===== config.mk =====
export PLATFORM = sky130hd
export DESIGN_NAME = stack_op_sequencer_flat
export DESIGN_NICKNAME = d
export VERILOG_FILES = /design/src/rtl/stack_op_sequencer_if.sv /design/src/rtl/stack_op_sequencer.sv /design/src/flat_wrapper.sv
export SDC_FILE = /design/constraint.sdc
export NUM_CORES = 1
export LEC_CHECK = 0
export ABC_AREA = 1
export CORE_MARGIN = 3
export CORE_UTILIZATION = 40
export CTS_BUF_LIST = sky130_fd_sc_hd__clkbuf_8
export DETAILED_ROUTE_END_ITERATION = 6
export GPL_TIMING_DRIVEN = 0
export PLACE_DENSITY = 0.74
export SLEW_MARGIN = 0
export SYNTH_ARGS = -nofsm -noshare
export SYNTH_HDL_FRONTEND = slang
export SYNTH_SLANG_ARGS = --single-unit

===== constraint.sdc =====
create_clock -name clk -period 4.2 [get_ports clk]
set_clock_uncertainty 0.1 [all_clocks]
set_input_delay 0.84 -clock clk [delete_from_list [all_inputs] [get_ports clk]]
set_output_delay 0.84 -clock clk [all_outputs]
set_load 0.005 [all_outputs]

===== src/rtl/stack_op_sequencer_if.sv =====
// stack_op_sequencer_if
// Groups the CPU-side request/response signals and the stack-side strobe/data
// signals of the stack operation sequencer.
//   master : CPU control unit plus stack (drives start/opcode/imm/stk_tos)
//   slave  : stack_op_sequencer (drives strobes, stk_din, status, result, depth)
// Parameters W (data width) and DEPTH (stack capacity) must match the sequencer.
interface stack_op_sequencer_if #(
    parameter int W     = 8,
    parameter int DEPTH = 16
);
    localparam int DW = $clog2(DEPTH) + 1;

    logic          start;
    logic [2:0]    opcode;
    logic [W-1:0]  imm;
    logic [W-1:0]  stk_tos;
    logic          stk_push;
    logic          stk_pop;
    logic [W-1:0]  stk_din;
    logic          busy;
    logic          done;
    logic          err;
    logic [W-1:0]  result;
    logic [DW-1:0] depth;

    modport master (
        output start, opcode, imm, stk_tos,
        input  stk_push, stk_pop, stk_din, busy, done, err, result, depth
    );

    modport slave (
        input  start, opcode, imm, stk_tos,
        output stk_push, stk_pop, stk_din, busy, done, err, result, depth
    );
endinterface


===== src/rtl/stack_op_sequencer.sv =====
// stack_op_sequencer
// Turns single opcode requests into ordered push/pop strobes for a LIFO stack
// that has a combinational top-of-stack output and no empty/full flags. The
// sequencer tracks the entry count itself and rejects under/overflow before
// any strobe is issued.
// Ports:
//   clk  - system clock, rising edge
//   rst  - synchronous active-high reset (shared with the stack)
//   bus  - stack_op_sequencer_if.slave: start/opcode/imm/stk_tos in;
//          stk_push/stk_pop/stk_din/busy/done/err/result/depth out
// Build option: define STACK_SEQ_SWAP_EN to execute opcode 111 as SWAP;
// otherwise opcode 111 is rejected with err.
//
// state | meaning
// IDLE  | waiting for start; legality checked at accept
// POP1  | pop former top (a)
// POP2  | pop second entry (b), compute result
// PUSH1 | push result (or a for SWAP)
// PUSH2 | push b (SWAP only)
// DONE  | one-cycle completion, err reported here
module stack_op_sequencer #(
    parameter int DEPTH = 16,
    parameter int W     = 8
) (
    input logic                  clk,
    input logic                  rst,
    stack_op_sequencer_if.slave  bus
);
    localparam int DW = $clog2(DEPTH) + 1;
    localparam logic [DW-1:0] DEPTH_C = DW'(DEPTH);
    localparam logic [DW-1:0] ONE     = DW'(1);
    localparam logic [DW-1:0] TWO     = DW'(2);

    localparam logic [2:0] OP_PUSH = 3'b000;
    localparam logic [2:0] OP_POP  = 3'b001;
    localparam logic [2:0] OP_ADD  = 3'b010;
    localparam logic [2:0] OP_SUB  = 3'b011;
    localparam logic [2:0] OP_AND  = 3'b100;
    localparam logic [2:0] OP_OR   = 3'b101;
    localparam logic [2:0] OP_DUP  = 3'b110;
    localparam logic [2:0] OP_SWAP = 3'b111;

    typedef enum logic [2:0] {IDLE, POP1, POP2, PUSH1, PUSH2, DONE} state_t;

    state_t        state, state_nx;
    logic [2:0]    op_q;
    logic          err_q;
    logic [W-1:0]  a_q;
`ifdef STACK_SEQ_SWAP_EN
    logic [W-1:0]  b_q;
`endif
    logic [W-1:0]  din_q;
    logic [W-1:0]  result_q;
    logic [DW-1:0] depth_q;
    logic          legal;

    // b is the second-from-top entry, a the former top.
    function automatic logic [W-1:0] alu(input logic [2:0] op,
                                         input logic [W-1:0] a,
                                         input logic [W-1:0] b);
        case (op)
            OP_ADD:  return b + a;
            OP_SUB:  return b - a;
            OP_AND:  return b & a;
            OP_OR:   return b | a;
            default: return b;
        endcase
    endfunction

    always_comb begin
        legal = 1'b0;
        case (bus.opcode)
            OP_PUSH:                        legal = (depth_q < DEPTH_C);
            OP_POP:                         legal = (depth_q >= ONE);
            OP_ADD, OP_SUB, OP_AND, OP_OR:  legal = (depth_q >= TWO);
            OP_DUP:                         legal = (depth_q >= ONE) && (depth_q < DEPTH_C);
`ifdef STACK_SEQ_SWAP_EN
            OP_SWAP:                        legal = (depth_q >= TWO);
`endif
            default:                        legal = 1'b0;
        endcase
    end

    always_comb begin
        state_nx = state;
        case (state)
            IDLE: begin
                if (bus.start) begin
                    if (!legal)
                        state_nx = DONE;
                    else if (bus.opcode == OP_PUSH || bus.opcode == OP_DUP)
                        state_nx = PUSH1;
                    else
                        state_nx = POP1;
                end
            end
            POP1:  state_nx = (op_q == OP_POP) ? DONE : POP2;
            POP2:  state_nx = PUSH1;
`ifdef STACK_SEQ_SWAP_EN
            PUSH1: state_nx = (op_q == OP_SWAP) ? PUSH2 : DONE;
            PUSH2: state_nx = DONE;
`else
            PUSH1: state_nx = DONE;
`endif
            DONE:  state_nx = IDLE;
            default: state_nx = IDLE;
        endcase
    end

    always_ff @(posedge clk) begin
        if (rst) begin
            state    <= IDLE;
            op_q     <= OP_PUSH;
            err_q    <= 1'b0;
            a_q      <= '0;
`ifdef STACK_SEQ_SWAP_EN
            b_q      <= '0;
`endif
            din_q    <= '0;
            result_q <= '0;
            depth_q  <= '0;
        end else begin
            state <= state_nx;
            case (state)
                IDLE: begin
                    if (bus.start) begin
                        op_q  <= bus.opcode;
                        err_q <= !legal;
                        a_q   <= bus.stk_tos;
                        // PUSH/DUP go straight to PUSH1, so stk_din is loaded now.
                        if (legal && bus.opcode == OP_PUSH)
                            din_q <= bus.imm;
                        else if (legal && bus.opcode == OP_DUP)
                            din_q <= bus.stk_tos;
                    end
                end
                POP1: begin
                    a_q     <= bus.stk_tos;
                    depth_q <= depth_q - ONE;
                    if (op_q == OP_POP)
                        result_q <= bus.stk_tos;
                end
                POP2: begin
`ifdef STACK_SEQ_SWAP_EN
                    b_q <= bus.stk_tos;
`endif
                    depth_q <= depth_q - ONE;
                    din_q   <= (op_q == OP_SWAP) ? a_q : alu(op_q, a_q, bus.stk_tos);
                end
                PUSH1: begin
                    depth_q <= depth_q + ONE;
                    if (op_q != OP_SWAP)
                        result_q <= din_q;
`ifdef STACK_SEQ_SWAP_EN
                    else
                        din_q <= b_q;
`endif
                end
                PUSH2: depth_q <= depth_q + ONE;
                default: ;
            endcase
        end
    end

    assign bus.stk_pop  = (state == POP1) || (state == POP2);
    assign bus.stk_push = (state == PUSH1) || (state == PUSH2);
    assign bus.stk_din  = din_q;
    assign bus.busy     = (state != IDLE);
    assign bus.done     = (state == DONE);
    assign bus.err      = (state == DONE) && err_q;
    assign bus.result   = result_q;
    assign bus.depth    = depth_q;
endmodule

===== src/flat_wrapper.sv =====
// flat-port wrapper written by rule: the top's interface ports become plain ports
module stack_op_sequencer_flat 
#(
    parameter int DEPTH = 16,
    parameter int W     = 8
)
  (clk, rst, bus_start, bus_opcode, bus_imm, bus_stk_tos, bus_stk_push, bus_stk_pop, bus_stk_din, bus_busy, bus_done, bus_err, bus_result, bus_depth);
  stack_op_sequencer_if #(.W(W), .DEPTH(DEPTH)) bus_i ();
  input logic clk;
  input logic rst;
  input wire logic [$bits(bus_i.start)-1:0] bus_start;
  input wire logic [$bits(bus_i.opcode)-1:0] bus_opcode;
  input wire logic [$bits(bus_i.imm)-1:0] bus_imm;
  input wire logic [$bits(bus_i.stk_tos)-1:0] bus_stk_tos;
  output wire logic [$bits(bus_i.stk_push)-1:0] bus_stk_push;
  output wire logic [$bits(bus_i.stk_pop)-1:0] bus_stk_pop;
  output wire logic [$bits(bus_i.stk_din)-1:0] bus_stk_din;
  output wire logic [$bits(bus_i.busy)-1:0] bus_busy;
  output wire logic [$bits(bus_i.done)-1:0] bus_done;
  output wire logic [$bits(bus_i.err)-1:0] bus_err;
  output wire logic [$bits(bus_i.result)-1:0] bus_result;
  output wire logic [$bits(bus_i.depth)-1:0] bus_depth;
  assign bus_i.start = bus_start;
  assign bus_i.opcode = bus_opcode;
  assign bus_i.imm = bus_imm;
  assign bus_i.stk_tos = bus_stk_tos;
  assign bus_stk_push = bus_i.stk_push;
  assign bus_stk_pop = bus_i.stk_pop;
  assign bus_stk_din = bus_i.stk_din;
  assign bus_busy = bus_i.busy;
  assign bus_done = bus_i.done;
  assign bus_err = bus_i.err;
  assign bus_result = bus_i.result;
  assign bus_depth = bus_i.depth;
  stack_op_sequencer #(.DEPTH(DEPTH), .W(W)) u_core (.clk(clk), .rst(rst), .bus(bus_i));
endmodule

==> impl_results.html, run 1 <==
<table>
<tr><th>Metric</th><th>Value</th></tr>
<tr><th colspan="2">Power</th></tr>
<tr><td>Cell-internal power</td><td>1.38 mW</td></tr>
<tr><td>Net Sw Power</td><td>1.41 mW</td></tr>
<tr><td>Part of the total power dissipated in the clock network</td><td>9.4%</td></tr>
<tr><td>Pwr dens</td><td>820 nW/um^2</td></tr>
<tr><td>Worst vdd ir</td><td>0.335 mV</td></tr>
<tr><td>Switching part of the total</td><td>50.6%</td></tr>
<tr><td>Combinational share of power</td><td>68.4%</td></tr>
<tr><td>Seq pwr share</td><td>22.2%</td></tr>
<tr><td>Overall power consumption</td><td>2.79 mW</td></tr>
<tr><td>Pleak</td><td>1.57 nW</td></tr>
<tr><th colspan="2">CTS</th></tr>
<tr><td>Sinks on the clock net</td><td>36</td></tr>
<tr><td>Count of instances resized after the clock tree is built</td><td>0</td></tr>
<tr><td>Clock slew seen by the registers of the worst setup and hold paths</td><td>0.08 ns</td></tr>
<tr><td>Total clock buffers created by CTS</td><td>5</td></tr>
<tr><td>Total number of H-tree levels</td><td>2</td></tr>
<tr><td>Clock tree buffer depth</td><td>2</td></tr>
<tr><td>Root Buffer Master</td><td>clkbuf_8</td></tr>
<tr><td>TritonCTS clock tree</td><td>yes</td></tr>
<tr><td>Latest clock arrival within the worst-skew pair</td><td>0.29 ns</td></tr>
<tr><td>Post-cts hold buffer count</td><td>0</td></tr>
<tr><td>Number of setup buffers added after CTS</td><td>0</td></tr>
<tr><th colspan="2">Drt</th></tr>
<tr><td>Remaining antenna violation count</td><td>0</td></tr>
<tr><td>Post-detailed-route DRC marker count</td><td>0</td></tr>
<tr><td>Initial detailed-routing violation count</td><td>197</td></tr>
<tr><td>Number of iterations in the first detailed-routing pass</td><td>7</td></tr>
<tr><td>Total wirelength of the detailed-routed design</td><td>7730 um</td></tr>
<tr><td>Count of vias placed by the detailed router</td><td>3034</td></tr>
<tr><td>Average wire per cell in the routed design</td><td>13.9 um</td></tr>
<tr><td>Per-cell via count in the routed design</td><td>5.47</td></tr>
<tr><th colspan="2">Worst hold path</th></tr>
<tr><td>Number of instances on the worst hold path</td><td>2</td></tr>
<tr><td>Path type of the worst min-delay path</td><td>reg2reg</td></tr>
<tr><td>Min-Delay Endpoint</td><td>u_core.bus.result[6]</td></tr>
<tr><td>Hold path start</td><td>u_core.bus.stk_din[6]</td></tr>
<tr><th colspan="2">Setup path</th></tr>
<tr><td>Critical path capture point type</td><td>flip-flop</td></tr>
<tr><td>Data arrival time of the critical path</td><td>3.02 ns</td></tr>
<tr><td>Worst path required time</td><td>4.33 ns</td></tr>
<tr><td>Depth of the most critical reg-to-reg path</td><td>19</td></tr>
<tr><td>Worst setup SP type</td><td>input pin</td></tr>
<tr><td>FF-to-FF Start</td><td>u_core.a_q[1]</td></tr>
<tr><td>CP Max Fanout</td><td>4</td></tr>
<tr><td>Worst flop-to-flop path endpoint</td><td>u_core.bus.stk_din[7]</td></tr>
<tr><td>Setup Crit Path Kind</td><td>in2reg</td></tr>
<tr><td>Worst setup slack for register-to-register paths</td><td>1.48 ns</td></tr>
<tr><th colspan="2">Timing</th></tr>
<tr><td>Accumulated negative setup slack</td><td>0 ns</td></tr>
<tr><td>FMAX</td><td>346 MHz</td></tr>
<tr><td>Max Slew Vio Count</td><td>0</td></tr>
<tr><td>Final Hold Vio Count</td><td>0</td></tr>
<tr><td>Slew at the pin closest to its max-slew limit</td><td>0.471 ns</td></tr>
<tr><td>Setup repair after global routing missed its margin</td><td>no</td></tr>
<tr><td>Endpoints failing setup</td><td>0</td></tr>
<tr><td>Final critical path time including I/O delays and setup</td><td>2.89 ns</td></tr>
<tr><td>Headroom to the max-slew limit</td><td>68.6%</td></tr>
<tr><td>Ratio of final minimum period to clock period</td><td>68.9%</td></tr>
<tr><th colspan="2">Synthesis</th></tr>
<tr><td>Yosys Warn Count</td><td>0</td></tr>
<tr><td>Top cell type's share of synthesized area</td><td>26.3%</td></tr>
<tr><td>Number of synthesized flops with an enable pin</td><td>0</td></tr>
<tr><td>Average cell area after synthesis</td><td>6.48 um^2</td></tr>
<tr><td>Total nets after synthesis</td><td>460</td></tr>
<tr><td>Post-synth top area cell</td><td>dfxtp_1</td></tr>
<tr><td>Dominant cell by count in the synthesized netlist</td><td>nand2_1</td></tr>
<tr><td>Top_reg_cell synth</td><td>dfxtp_1</td></tr>
<tr><td>Area of the mapped netlist</td><td>2740 um^2</td></tr>
<tr><td>Unique masters post-synth</td><td>36</td></tr>
<tr><td>Synth top cells by count</td><td>nand2_1, a21oi_1, inv_1, o21ai_0, dfxtp_1</td></tr>
<tr><td>Flip-flop and latch count after synthesis</td><td>36</td></tr>
<tr><td>Sequential area share after synthesis</td><td>26.3%</td></tr>
<tr><td>Fraction of registers with async set or reset after synthesis</td><td>0%</td></tr>
<tr><td>Leading post-synthesis cells by cell area</td><td>dfxtp_1, nand2_1, a21oi_1</td></tr>
<tr><td>Synth Instances</td><td>423</td></tr>
<tr><th colspan="2">Place</th></tr>
<tr><td>Total of buffers placed on input and output ports</td><td>47</td></tr>
<tr><td>Hpwl dp</td><td>5930 um</td></tr>
<tr><td>Gp weighted congestion</td><td>0.899</td></tr>
<tr><th colspan="2">GRT</th></tr>
<tr><td>Initial antenna violation count</td><td>0</td></tr>
<tr><td>Number of global-route vias before repair</td><td>2830</td></tr>
<tr><td>Total routing usage reported by global routing</td><td>20.2%</td></tr>
<tr><td>Largest net degree at the start of global routing</td><td>12</td></tr>
<tr><td>First-pass GRT wire length</td><td>12600 um</td></tr>
<tr><td>Residual overflow from global routing</td><td>0</td></tr>
<tr><th colspan="2">Floorplanning</th></tr>
<tr><td>Count of boundary I/O pins</td><td>48</td></tr>
<tr><td>Overall die width</td><td>88.8 um</td></tr>
<tr><td>Die height</td><td>88.8 um</td></tr>
<tr><td>Placeable core region</td><td>6490 um^2</td></tr>
<tr><td>Count of standard-cell rows</td><td>29</td></tr>
<tr><td>Die area</td><td>7880 um^2</td></tr>
<tr><td>Starting Density</td><td>42.2%</td></tr>
<tr><th colspan="2">Final layout</th></tr>
<tr><td>Post-Route Utilization</td><td>52.4%</td></tr>
<tr><td>Layout overhead on the synthesized area</td><td>24.1%</td></tr>
<tr><td>Total inserted antenna cells</td><td>0</td></tr>
<tr><td>Final nets</td><td>514</td></tr>
<tr><td>Fraction of final layout cells with drive strength greater than 1</td><td>8.37%</td></tr>
<tr><th colspan="2">Flow run</th></tr>
<tr><td>Number of max-cap violations</td><td>0</td></tr>
<tr><th colspan="2">Outcome</th></tr>
<tr><td>Result of the run</td><td>finished clean</td></tr>
</table>
worst max path at each step:
stage                              start  cells after the start                    end
after global placement    bus_stk_tos[0]                     15  u_core.bus.stk_din[6]
after floorplan           bus_stk_tos[0]                     15  u_core.bus.stk_din[6]
after CTS                 bus_stk_tos[0]                     15  u_core.bus.stk_din[6]
final                     bus_stk_tos[0]                     15  u_core.bus.stk_din[6]
after detailed placement  bus_stk_tos[0]                     15  u_core.bus.stk_din[6]
after global routing      bus_stk_tos[0]                     15  u_core.bus.stk_din[6]
critical path, stage by stage:
cell and delay (ns):
clkdlybuf4s50_1 0.54, inv_1 0.12, ha_1 0.25, fa_1 0.36, inv_1 0.09, nand3_1 0.07
nand2_1 0.11, nand3_1 0.10, nand3b_1 0.10, nand3_1 0.08, nand2_1 0.08, nand2_1 0.05
nand2_1 0.05, nand2_1 0.06, a21oi_1 0.13
power groups by stage:
stage	Clock (mW)	Sequential [mW]	Combinational, mW
after floorplan	0	0.601	1.37
after global placement	0	0.619	1.84
after detailed placement	0	0.622	1.88
after CTS	0.265	0.615	1.90
after global routing	0.276	0.635	2.17
final	0.263	0.618	1.91
registers in the layout, summed over array words and instances, names as in the netlist:
signal / flops
u_core.bus.depth: 5
u_core.err_q: 1
u_core.op_q: 3
u_core.a_q: 8
u_core.state: 3
u_core.bus.result: 8
u_core.bus.stk_din: 8
cells in the final DEF (no fill, tap or decap), drive strengths merged:
cell type | synthesis | final
a221oi | 1 | 1
ha | 14 | 14
fa | 1 | 1
clkinv | 0 | 2
xnor2 | 1 | 1
xor2 | 8 | 8
o21ai | 53 | 53
a21oi | 57 | 57
nand4 | 2 | 2
nand2 | 100 | 100
nor3 | 6 | 6
a31oi | 9 | 9
dfxtp | 36 | 36
nand3 | 19 | 19
o21bai | 2 | 2
nor2 | 33 | 33
buf | 7 | 7
nor4 | 1 | 1
o211ai | 1 | 1
o22ai | 4 | 4
nand3b | 1 | 1
clkbuf | 3 | 9
inv | 64 | 64
clkdlybuf4s50 | 0 | 47
area by class of cell:
class / instances / area [um^2]
Inverter: 64 / 245
Fill cell: 667 / 3090
Multi-Input combinational cell: 313 / 1710
Sequential cell: 36 / 721
Tap cell: 77 / 96.3
Timing Repair Buffer: 47 / 470
Buffer: 10 / 65.1
Clock inverter: 2 / 10.0
Clock buffer: 6 / 82.6
metal layers:
metal,vias up,share of wire [%],wire [um],global-route usage (%)
li1,1504,-,-,-
met1,1386,45,3480,26.4
met2,124,46,3530,32.9
met3,20,6.8,526,3.63
met4,0,2.5,193,8.10
met5,-,0,0,0
per-stage QoR:
step | instance area (um^2) | setup WS (ns) | std cells | hold WS [ns]
finish | 3400 | 1.31 | 555 | 0.398
global route | 3400 | 1.10 | 555 | 0.429
CTS | 3400 | 1.31 | 555 | 0.398
detailed placement | 3310 | 1.01 | 547 | 0.386
global placement | 3310 | 1.04 | 547 | 0.376
floorplan | 2740 | 1.84 | 423 | 0.358
kinds of logic after synthesis:
logic type / after synthesis / synth area share, %
buffers and inverters: 74 / 11.3
adders and majority gates: 15 / 7.12
and+or+nand+nor: 162 / 27.3
DFF: 36 / 26.3
xor gates and xnor gates: 9 / 2.88
AOI/OAI and AO/OA: 127 / 25.1
No activity file was read; power rests on OpenSTA's default activity.
==> inputs of run 2 (changes only) <==
--- a/config.mk
+++ b/config.mk
@@ -11,7 +11,7 @@
 export CTS_BUF_LIST = sky130_fd_sc_hd__clkbuf_8
 export DETAILED_ROUTE_END_ITERATION = 6
 export GPL_TIMING_DRIVEN = 0
-export PLACE_DENSITY = 0.74
+export PLACE_DENSITY = 0.77
 export SLEW_MARGIN = 0
 export SYNTH_ARGS = -nofsm -noshare
 export SYNTH_HDL_FRONTEND = slang
==> constraint.sdc (replaced) <==
create_clock -name clk -period 2.6 [get_ports clk]
set_clock_uncertainty 0.1 [all_clocks]
set_input_delay 0.52 -clock clk [delete_from_list [all_inputs] [get_ports clk]]
set_output_delay 0.52 -clock clk [all_outputs]
set_load 0.005 [all_outputs]
==> run 2 against run 1 <==
Sequential power increased by 67%. Setup slack got worse by 1.2 ns. Count of clock-buffer cells in the layout unchanged. Critical endpoint is now bus_stk_pop. Sequential cell count unchanged.
==> impl_results.html, run 2 (synthesis gave the netlist of run 1 again) <==
<table>
<tr><th>Metric</th><th>Value</th></tr>
<tr><th colspan="2">Floorplanning</th></tr>
<tr><td>Starting Density</td><td>42.2%</td></tr>
<tr><td>Count of standard-cell rows</td><td>29</td></tr>
<tr><td>Die height</td><td>88.8 um</td></tr>
<tr><td>Overall die width</td><td>88.8 um</td></tr>
<tr><td>Count of boundary I/O pins</td><td>48</td></tr>
<tr><td>Die area</td><td>7880 um^2</td></tr>
<tr><td>Placeable core region</td><td>6490 um^2</td></tr>
<tr><th colspan="2">Setup path</th></tr>
<tr><td>Worst setup SP type</td><td>flip-flop</td></tr>
<tr><td>Data arrival time of the critical path</td><td>1.87 ns</td></tr>
<tr><td>FF-to-FF Start</td><td>u_core.a_q[1]</td></tr>
<tr><td>Worst flop-to-flop path endpoint</td><td>u_core.bus.stk_din[7]</td></tr>
<tr><td>Critical path's slowest cell</td><td>clkdlybuf4s50_1</td></tr>
<tr><td>CP Max Fanout</td><td>7</td></tr>
<tr><td>Critical path capture point type</td><td>output port</td></tr>
<tr><td>Depth of the most critical reg-to-reg path</td><td>19</td></tr>
<tr><td>Setup Crit Path Kind</td><td>reg2out</td></tr>
<tr><td>Max stage delay on crit path</td><td>0.54 ns</td></tr>
<tr><td>Worst setup slack for register-to-register paths</td><td>0.14 ns</td></tr>
<tr><td>Worst path required time</td><td>1.98 ns</td></tr>
<tr><td>Cell chain of the critical path</td><td>inv_2 -&gt; nand2_4 -&gt; nor2_4 -&gt; inv_1 -&gt; nand2_1 -&gt; clkdlybuf4s50_1</td></tr>
<tr><th colspan="2">GRT</th></tr>
<tr><td>Initial antenna violation count</td><td>0</td></tr>
<tr><td>Residual overflow from global routing</td><td>0</td></tr>
<tr><td>Met2 Track Usage GR</td><td>35.6%</td></tr>
<tr><td>Met3 global-route usage</td><td>5.03%</td></tr>
<tr><td>Number of global-route vias before repair</td><td>2894</td></tr>
<tr><td>Largest net degree at the start of global routing</td><td>12</td></tr>
<tr><td>Total routing usage reported by global routing</td><td>20.8%</td></tr>
<tr><td>GRT Max-Usage Layer</td><td>met2</td></tr>
<tr><td>Met1 GRT Util</td><td>26.3%</td></tr>
<tr><td>First-pass GRT wire length</td><td>13000 um</td></tr>
<tr><th colspan="2">Final layout</th></tr>
<tr><td>Layout overhead on the synthesized area</td><td>29.0%</td></tr>
<tr><td>Final nets</td><td>520</td></tr>
<tr><td>Filler Cell Count</td><td>637</td></tr>
<tr><td>Cell area after layout</td><td>3540 um^2</td></tr>
<tr><td>Fraction of final layout cells with drive strength greater than 1</td><td>13.2%</td></tr>
<tr><td>Leading cell types in the layout, fill and taps excluded</td><td>nand2_1, a21oi_1, inv_1</td></tr>
<tr><td>Total inserted antenna cells</td><td>0</td></tr>
<tr><td>Most common cell after layout, fill and taps aside</td><td>nand2_1</td></tr>
<tr><th colspan="2">Timing</th></tr>
<tr><td>Max Slew Vio Count</td><td>0</td></tr>
<tr><td>Final Hold Vio Count</td><td>0</td></tr>
<tr><td>Final critical path time including I/O delays and setup</td><td>2.49 ns</td></tr>
<tr><td>Ratio of final minimum period to clock period</td><td>95.6%</td></tr>
<tr><td>Endpoints failing setup</td><td>0</td></tr>
<tr><td>Worst setup slack after layout</td><td>0.115 ns</td></tr>
<tr><td>Slew at the pin closest to its max-slew limit</td><td>0.480 ns</td></tr>
<tr><td>Headroom to the max-slew limit</td><td>68.0%</td></tr>
<tr><td>FMAX</td><td>402 MHz</td></tr>
<tr><th colspan="2">Drt</th></tr>
<tr><td>Post-detailed-route DRC marker count</td><td>0</td></tr>
<tr><td>Number of iterations in the first detailed-routing pass</td><td>4</td></tr>
<tr><td>Remaining antenna violation count</td><td>0</td></tr>
<tr><td>Initial detailed-routing violation count</td><td>228</td></tr>
<tr><td>Count of vias placed by the detailed router</td><td>3022</td></tr>
<tr><td>Per-cell via count in the routed design</td><td>5.39</td></tr>
<tr><td>Total wirelength of the detailed-routed design</td><td>7890 um</td></tr>
<tr><td>Average wire per cell in the routed design</td><td>14.1 um</td></tr>
<tr><th colspan="2">Worst hold path</th></tr>
<tr><td>Path type of the worst min-delay path</td><td>reg2reg</td></tr>
<tr><td>Hold path start</td><td>u_core.bus.stk_din[0]</td></tr>
<tr><td>Min-Delay Endpoint</td><td>u_core.bus.result[0]</td></tr>
<tr><td>Number of instances on the worst hold path</td><td>2</td></tr>
<tr><th colspan="2">CTS</th></tr>
<tr><td>Root Buffer Master</td><td>clkbuf_8</td></tr>
<tr><td>Total clock buffers created by CTS</td><td>5</td></tr>
<tr><td>TritonCTS clock tree</td><td>yes</td></tr>
<tr><td>Clock tree buffer depth</td><td>2</td></tr>
<tr><td>Sinks on the clock net</td><td>36</td></tr>
<tr><td>Total number of H-tree levels</td><td>2</td></tr>
<tr><td>Latest clock arrival within the worst-skew pair</td><td>0.30 ns</td></tr>
<tr><td>Clock slew seen by the registers of the worst setup and hold paths</td><td>0.08 ns</td></tr>
<tr><th colspan="2">Place</th></tr>
<tr><td>Cell Area, Placed</td><td>3310 um^2</td></tr>
<tr><td>Total of buffers placed on input and output ports</td><td>47</td></tr>
<tr><td>Minimum setup slack after placement</td><td>-0.243 ns</td></tr>
<tr><td>Gp weighted congestion</td><td>0.893</td></tr>
<tr><td>Hpwl dp</td><td>6030 um</td></tr>
<tr><th colspan="2">Power</th></tr>
<tr><td>Worst vdd ir</td><td>0.651 mV</td></tr>
<tr><td>Pleak</td><td>1.62 nW</td></tr>
<tr><td>Pwr dens</td><td>1390 nW/um^2</td></tr>
<tr><th colspan="2">Flow run</th></tr>
<tr><td>Number of max-cap violations</td><td>0</td></tr>
<tr><th colspan="2">Outcome</th></tr>
<tr><td>Result of the run</td><td>finished clean</td></tr>
</table>
-- run 2: how the worst max path moves through the flow --
stage / from / end / slack [ns] / cells past startpoint
2_1_floorplan: u_core.a_q[0] / u_core.bus.stk_din[7] / 0.30 / 19
3_3_place_gp: bus_stk_tos[0] / u_core.bus.stk_din[6] / -0.23 / 15
3_5_place_dp: bus_stk_tos[0] / u_core.bus.stk_din[6] / -0.24 / 15
4_1_cts: u_core.a_q[0] / u_core.bus.stk_din[7] / 0.02 / 19
5_1_grt: u_core.a_q[1] / u_core.bus.stk_din[7] / -0.01 / 19
6_report: u_core.state[2] / bus_stk_pop / 0.11 / 6
-- run 2: power breakdown --
| group | internal, mW | total (mW) | switching, mW |
|---|---|---|---|
| Clock | 0.212 | 0.430 | 0.218 |
| Combinational | 1.44 | 3.44 | 2.00 |
| Sequential | 0.788 | 1.03 | 0.244 |
| Total | 2.44 | 4.90 | 2.46 |
-- run 2: final cells by class --
type | count | area, um^2 | share of cell area, %
plain buffers | 10 | 65.1 | 1.84
clock buffers | 6 | 82.6 | 2.34
clock inverters | 2 | 10.0 | 0.283
inverters | 64 | 255 | 7.22
multi-input cells | 313 | 1780 | 50.3
flip-flops and latches | 36 | 731 | 20.7
well taps | 77 | 96.3 | 2.72
repair buffers | 53 | 518 | 14.6
-- run 2: critical path: cells and delay by family (launching register included) --
kind	cells	cell delay [ns]
flops	1	0.32
buf+inv	3	0.79
simple gates	3	0.45
-- run 2: stage by stage --
stage / hold slack (ns) / std cells / util [%] / total power, mW / setup TNS [ns]
detailed placement: 0.392 / 547 / 50.9 / 4.04 / -0.756
floorplan: 0.358 / 423 / - / 3.19 / 0
global placement: 0.377 / 547 / 50.9 / 3.94 / -0.648
finish: 0.403 / 561 / 54.4 / 4.90 / 0
CTS: 0.403 / 555 / 52.4 / 4.49 / 0
global route: 0.429 / 561 / 54.4 / 5.39 / -0.0144
-- run 2: repair_timing --
item,4_1_cts,5_1_grt
pin swaps,0,8
setup endpoints to repair,1,6
buffers inserted,0,6
resized for setup,1,29
hold buffers,0,0
-- run 2: layer usage --
layer,share of wire [%],vias up
li1,-,1514
met1,43,1396
met2,49,103
met3,7.2,9
met4,0.63,0
met5,0,-
==> inputs of run 3 (changes only) <==
--- a/config.mk
+++ b/config.mk
@@ -6,7 +6,7 @@
 export NUM_CORES = 1
 export LEC_CHECK = 0
 export ABC_AREA = 1
-export CORE_MARGIN = 3
+export CORE_MARGIN = 2
 export CORE_UTILIZATION = 40
 export CTS_BUF_LIST = sky130_fd_sc_hd__clkbuf_8
 export DETAILED_ROUTE_END_ITERATION = 6
==> run 3 against run 2 <==
Register-to-register slack about the same. Die area down 4.5%. Sequential share of layout area barely moved. Fmax grew 0.59%. Non-clock buffer count is 3 lower. Utilization down 2.3 points. Combinational power is 3% lower. Sequential power barely moved. Critical path type is now reg2reg. Count of clock-buffer cells in the layout did not move. Via count is 1.5% lower. Routed wire length is 4.2% lower.
==> impl_results.html, run 3 (synthesis gave the netlist of run 1 again) <==
<table>
<tr><th>Metric</th><th>Value</th></tr>
<tr><th colspan="2">Drt</th></tr>
<tr><td>Remaining antenna violation count</td><td>0</td></tr>
<tr><td>Total wirelength of the detailed-routed design</td><td>7560 um</td></tr>
<tr><td>Post-detailed-route DRC marker count</td><td>0</td></tr>
<tr><td>Initial detailed-routing violation count</td><td>251</td></tr>
<tr><td>Count of vias placed by the detailed router</td><td>2976</td></tr>
<tr><td>Per-cell via count in the routed design</td><td>5.30</td></tr>
<tr><td>Number of iterations in the first detailed-routing pass</td><td>4</td></tr>
<tr><td>Average wire per cell in the routed design</td><td>13.5 um</td></tr>
<tr><th colspan="2">Final layout</th></tr>
<tr><td>Total inserted antenna cells</td><td>0</td></tr>
<tr><td>Layout overhead on the synthesized area</td><td>27.8%</td></tr>
<tr><td>Area used by sequential logic in the layout</td><td>726 um^2</td></tr>
<tr><td>Multi-input gate area</td><td>1770 um^2</td></tr>
<tr><td>Fraction of final layout cells with drive strength greater than 1</td><td>12.5%</td></tr>
<tr><td>Leading cell types in the layout, fill and taps excluded</td><td>nand2_1, inv_1, a21oi_1</td></tr>
<tr><td>Most common cell after layout, fill and taps aside</td><td>nand2_1</td></tr>
<tr><td>Filler Cell Count</td><td>688</td></tr>
<tr><td>Final nets</td><td>517</td></tr>
<tr><th colspan="2">CTS</th></tr>
<tr><td>TritonCTS clock tree</td><td>yes</td></tr>
<tr><td>Root Buffer Master</td><td>clkbuf_8</td></tr>
<tr><td>Latest clock arrival within the worst-skew pair</td><td>0.29 ns</td></tr>
<tr><td>Sinks on the clock net</td><td>36</td></tr>
<tr><td>Total clock buffers created by CTS</td><td>5</td></tr>
<tr><td>Clock slew seen by the registers of the worst setup and hold paths</td><td>0.08 ns</td></tr>
<tr><td>Clock tree buffer depth</td><td>2</td></tr>
<tr><td>Total number of H-tree levels</td><td>2</td></tr>
<tr><td>Post-cts hold buffer count</td><td>0</td></tr>
<tr><th colspan="2">Power</th></tr>
<tr><td>Worst vdd ir</td><td>0.562 mV</td></tr>
<tr><td>Pwr dens</td><td>1360 nW/um^2</td></tr>
<tr><td>Pleak</td><td>1.61 nW</td></tr>
<tr><td>Overall power consumption</td><td>4.77 mW</td></tr>
<tr><th colspan="2">Timing</th></tr>
<tr><td>Max Slew Vio Count</td><td>0</td></tr>
<tr><td>Headroom to the max-slew limit</td><td>69.9%</td></tr>
<tr><td>Slew at the pin closest to its max-slew limit</td><td>0.452 ns</td></tr>
<tr><td>Ratio of final minimum period to clock period</td><td>95.0%</td></tr>
<tr><td>Endpoints failing setup</td><td>0</td></tr>
<tr><td>Worst slack on hold paths</td><td>0.397 ns</td></tr>
<tr><td>Final Hold Vio Count</td><td>0</td></tr>
<tr><td>Final critical path time including I/O delays and setup</td><td>2.47 ns</td></tr>
<tr><td>Setup repair after global routing missed its margin</td><td>yes</td></tr>
<tr><td>FMAX</td><td>405 MHz</td></tr>
<tr><th colspan="2">Floorplanning</th></tr>
<tr><td>Placeable core region</td><td>6720 um^2</td></tr>
<tr><td>Die area</td><td>7530 um^2</td></tr>
<tr><td>Starting Density</td><td>40.8%</td></tr>
<tr><td>Overall die width</td><td>86.8 um</td></tr>
<tr><td>Die height</td><td>86.8 um</td></tr>
<tr><td>Count of boundary I/O pins</td><td>48</td></tr>
<tr><td>Count of standard-cell rows</td><td>30</td></tr>
<tr><th colspan="2">Outcome</th></tr>
<tr><td>Result of the run</td><td>finished clean</td></tr>
<tr><th colspan="2">GRT</th></tr>
<tr><td>Number of global-route vias before repair</td><td>2807</td></tr>
<tr><td>Total routing usage reported by global routing</td><td>20.2%</td></tr>
<tr><td>Residual overflow from global routing</td><td>0</td></tr>
<tr><td>Largest net degree at the start of global routing</td><td>12</td></tr>
<tr><td>First-pass GRT wire length</td><td>12300 um</td></tr>
<tr><td>Initial antenna violation count</td><td>0</td></tr>
<tr><th colspan="2">Setup path</th></tr>
<tr><td>Depth of the most critical reg-to-reg path</td><td>21</td></tr>
<tr><td>FF-to-FF Start</td><td>u_core.a_q[0]</td></tr>
<tr><td>Critical path capture point type</td><td>flip-flop</td></tr>
<tr><td>Origin of the worst setup path</td><td>u_core.a_q[0]</td></tr>
<tr><td>Worst path required time</td><td>2.69 ns</td></tr>
<tr><td>Worst setup SP type</td><td>flip-flop</td></tr>
<tr><td>CP Max Fanout</td><td>4</td></tr>
<tr><td>Setup Crit Path Kind</td><td>reg2reg</td></tr>
<tr><td>Worst flop-to-flop path endpoint</td><td>u_core.bus.stk_din[7]</td></tr>
<tr><td>Worst setup slack for register-to-register paths</td><td>0.13 ns</td></tr>
<tr><td>Timing endpoint of the critical path</td><td>u_core.bus.stk_din[7]</td></tr>
<tr><td>Data arrival time of the critical path</td><td>2.56 ns</td></tr>
<tr><th colspan="2">Worst hold path</th></tr>
<tr><td>Path type of the worst min-delay path</td><td>reg2reg</td></tr>
<tr><td>Hold path start</td><td>u_core.bus.stk_din[0]</td></tr>
<tr><th colspan="2">Place</th></tr>
<tr><td>Hpwl dp</td><td>5820 um</td></tr>
<tr><td>Total of buffers placed on input and output ports</td><td>47</td></tr>
<tr><td>Gp weighted congestion</td><td>0.890</td></tr>
<tr><th colspan="2">Flow run</th></tr>
<tr><td>Number of max-cap violations</td><td>0</td></tr>
</table>
[run 3: timing repair]
item / in CTS / in global routing
setup endpoints to repair: 1 / 6
gates resized for setup: 1 / 23
pin swaps: 0 / 8
setup buffers: 0 / 3
[run 3: layer usage]
layer | part of all wire (%) | global-route usage (%) | up-vias
met5 | 0 | 0 | -
met1 | 45 | 25.2 | 1376
met4 | 0.71 | 5.40 | 0
met2 | 49 | 34.8 | 87
li1 | - | - | 1507
met3 | 5.9 | 4.67 | 6
[run 3: where the power goes]
| group | leakage [nW] | switching [mW] | internal [mW] |
|---|---|---|---|
| sequential | 0.298 | 0.227 | 0.782 |
| combinational | 1.26 | 1.97 | 1.37 |
| clock | 0.0510 | 0.212 | 0.212 |
| total | 1.61 | 2.41 | 2.36 |
[run 3: final cells by class]
cell class              count  share of cell area, %
multi-input cells         313                   50.6
flip-flops and latches     36                   20.7
clock inverters             2                  0.286
plain buffers              10                   1.86
inverters                  64                   7.07
well taps                  80                   2.86
repair buffers             50                   14.2
clock buffers               6                   2.36
[run 3: worst min-delay path by stage]
| stage | endpoint | slack (ns) | depth (start not counted) |
|---|---|---|---|
| after floorplan | u_core.a_q[7] | 0.36 | 2 |
| after global placement | u_core.a_q[7] | 0.38 | 2 |
| after detailed placement | u_core.bus.result[0] | 0.39 | 2 |
| after CTS | u_core.bus.result[0] | 0.40 | 2 |
| after global routing | u_core.bus.result[2] | 0.42 | 2 |
| final | u_core.bus.result[0] | 0.40 | 2 |
[run 3: stage by stage]
stage	setup WS, ns	cells	util, %	area [um^2]	setup TNS, ns
final	0.129	561	52.1	3500	0
after global routing	-0.0574	561	52.1	3500	-0.0997
after CTS	0.0175	558	50.7	3410	0
after detailed placement	-0.270	550	49.3	3310	-0.777
after global placement	-0.224	550	49.3	3310	-0.613
after floorplan	0.305	423	-	2740	0
[run 3: worst max-delay path, stage by stage (launching register included)]
cell and delay (ns):
dfxtp_2 0.35, inv_4 0.08, ha_4 0.12, inv_1 0.05, nor3_2 0.21, nand2_1 0.08, nand2_1 0.07, xor2_1 0.16
inv_1 0.09, ha_4 0.27, nand2_4 0.08, inv_1 0.04, nand2_1 0.06, nand2_1 0.07, a21oi_2 0.11, nand3_1 0.09
nand3_2 0.07, nand2_1 0.05, nand2_1 0.05, nand2_1 0.04, nand2_1 0.07, a21oi_2 0.05
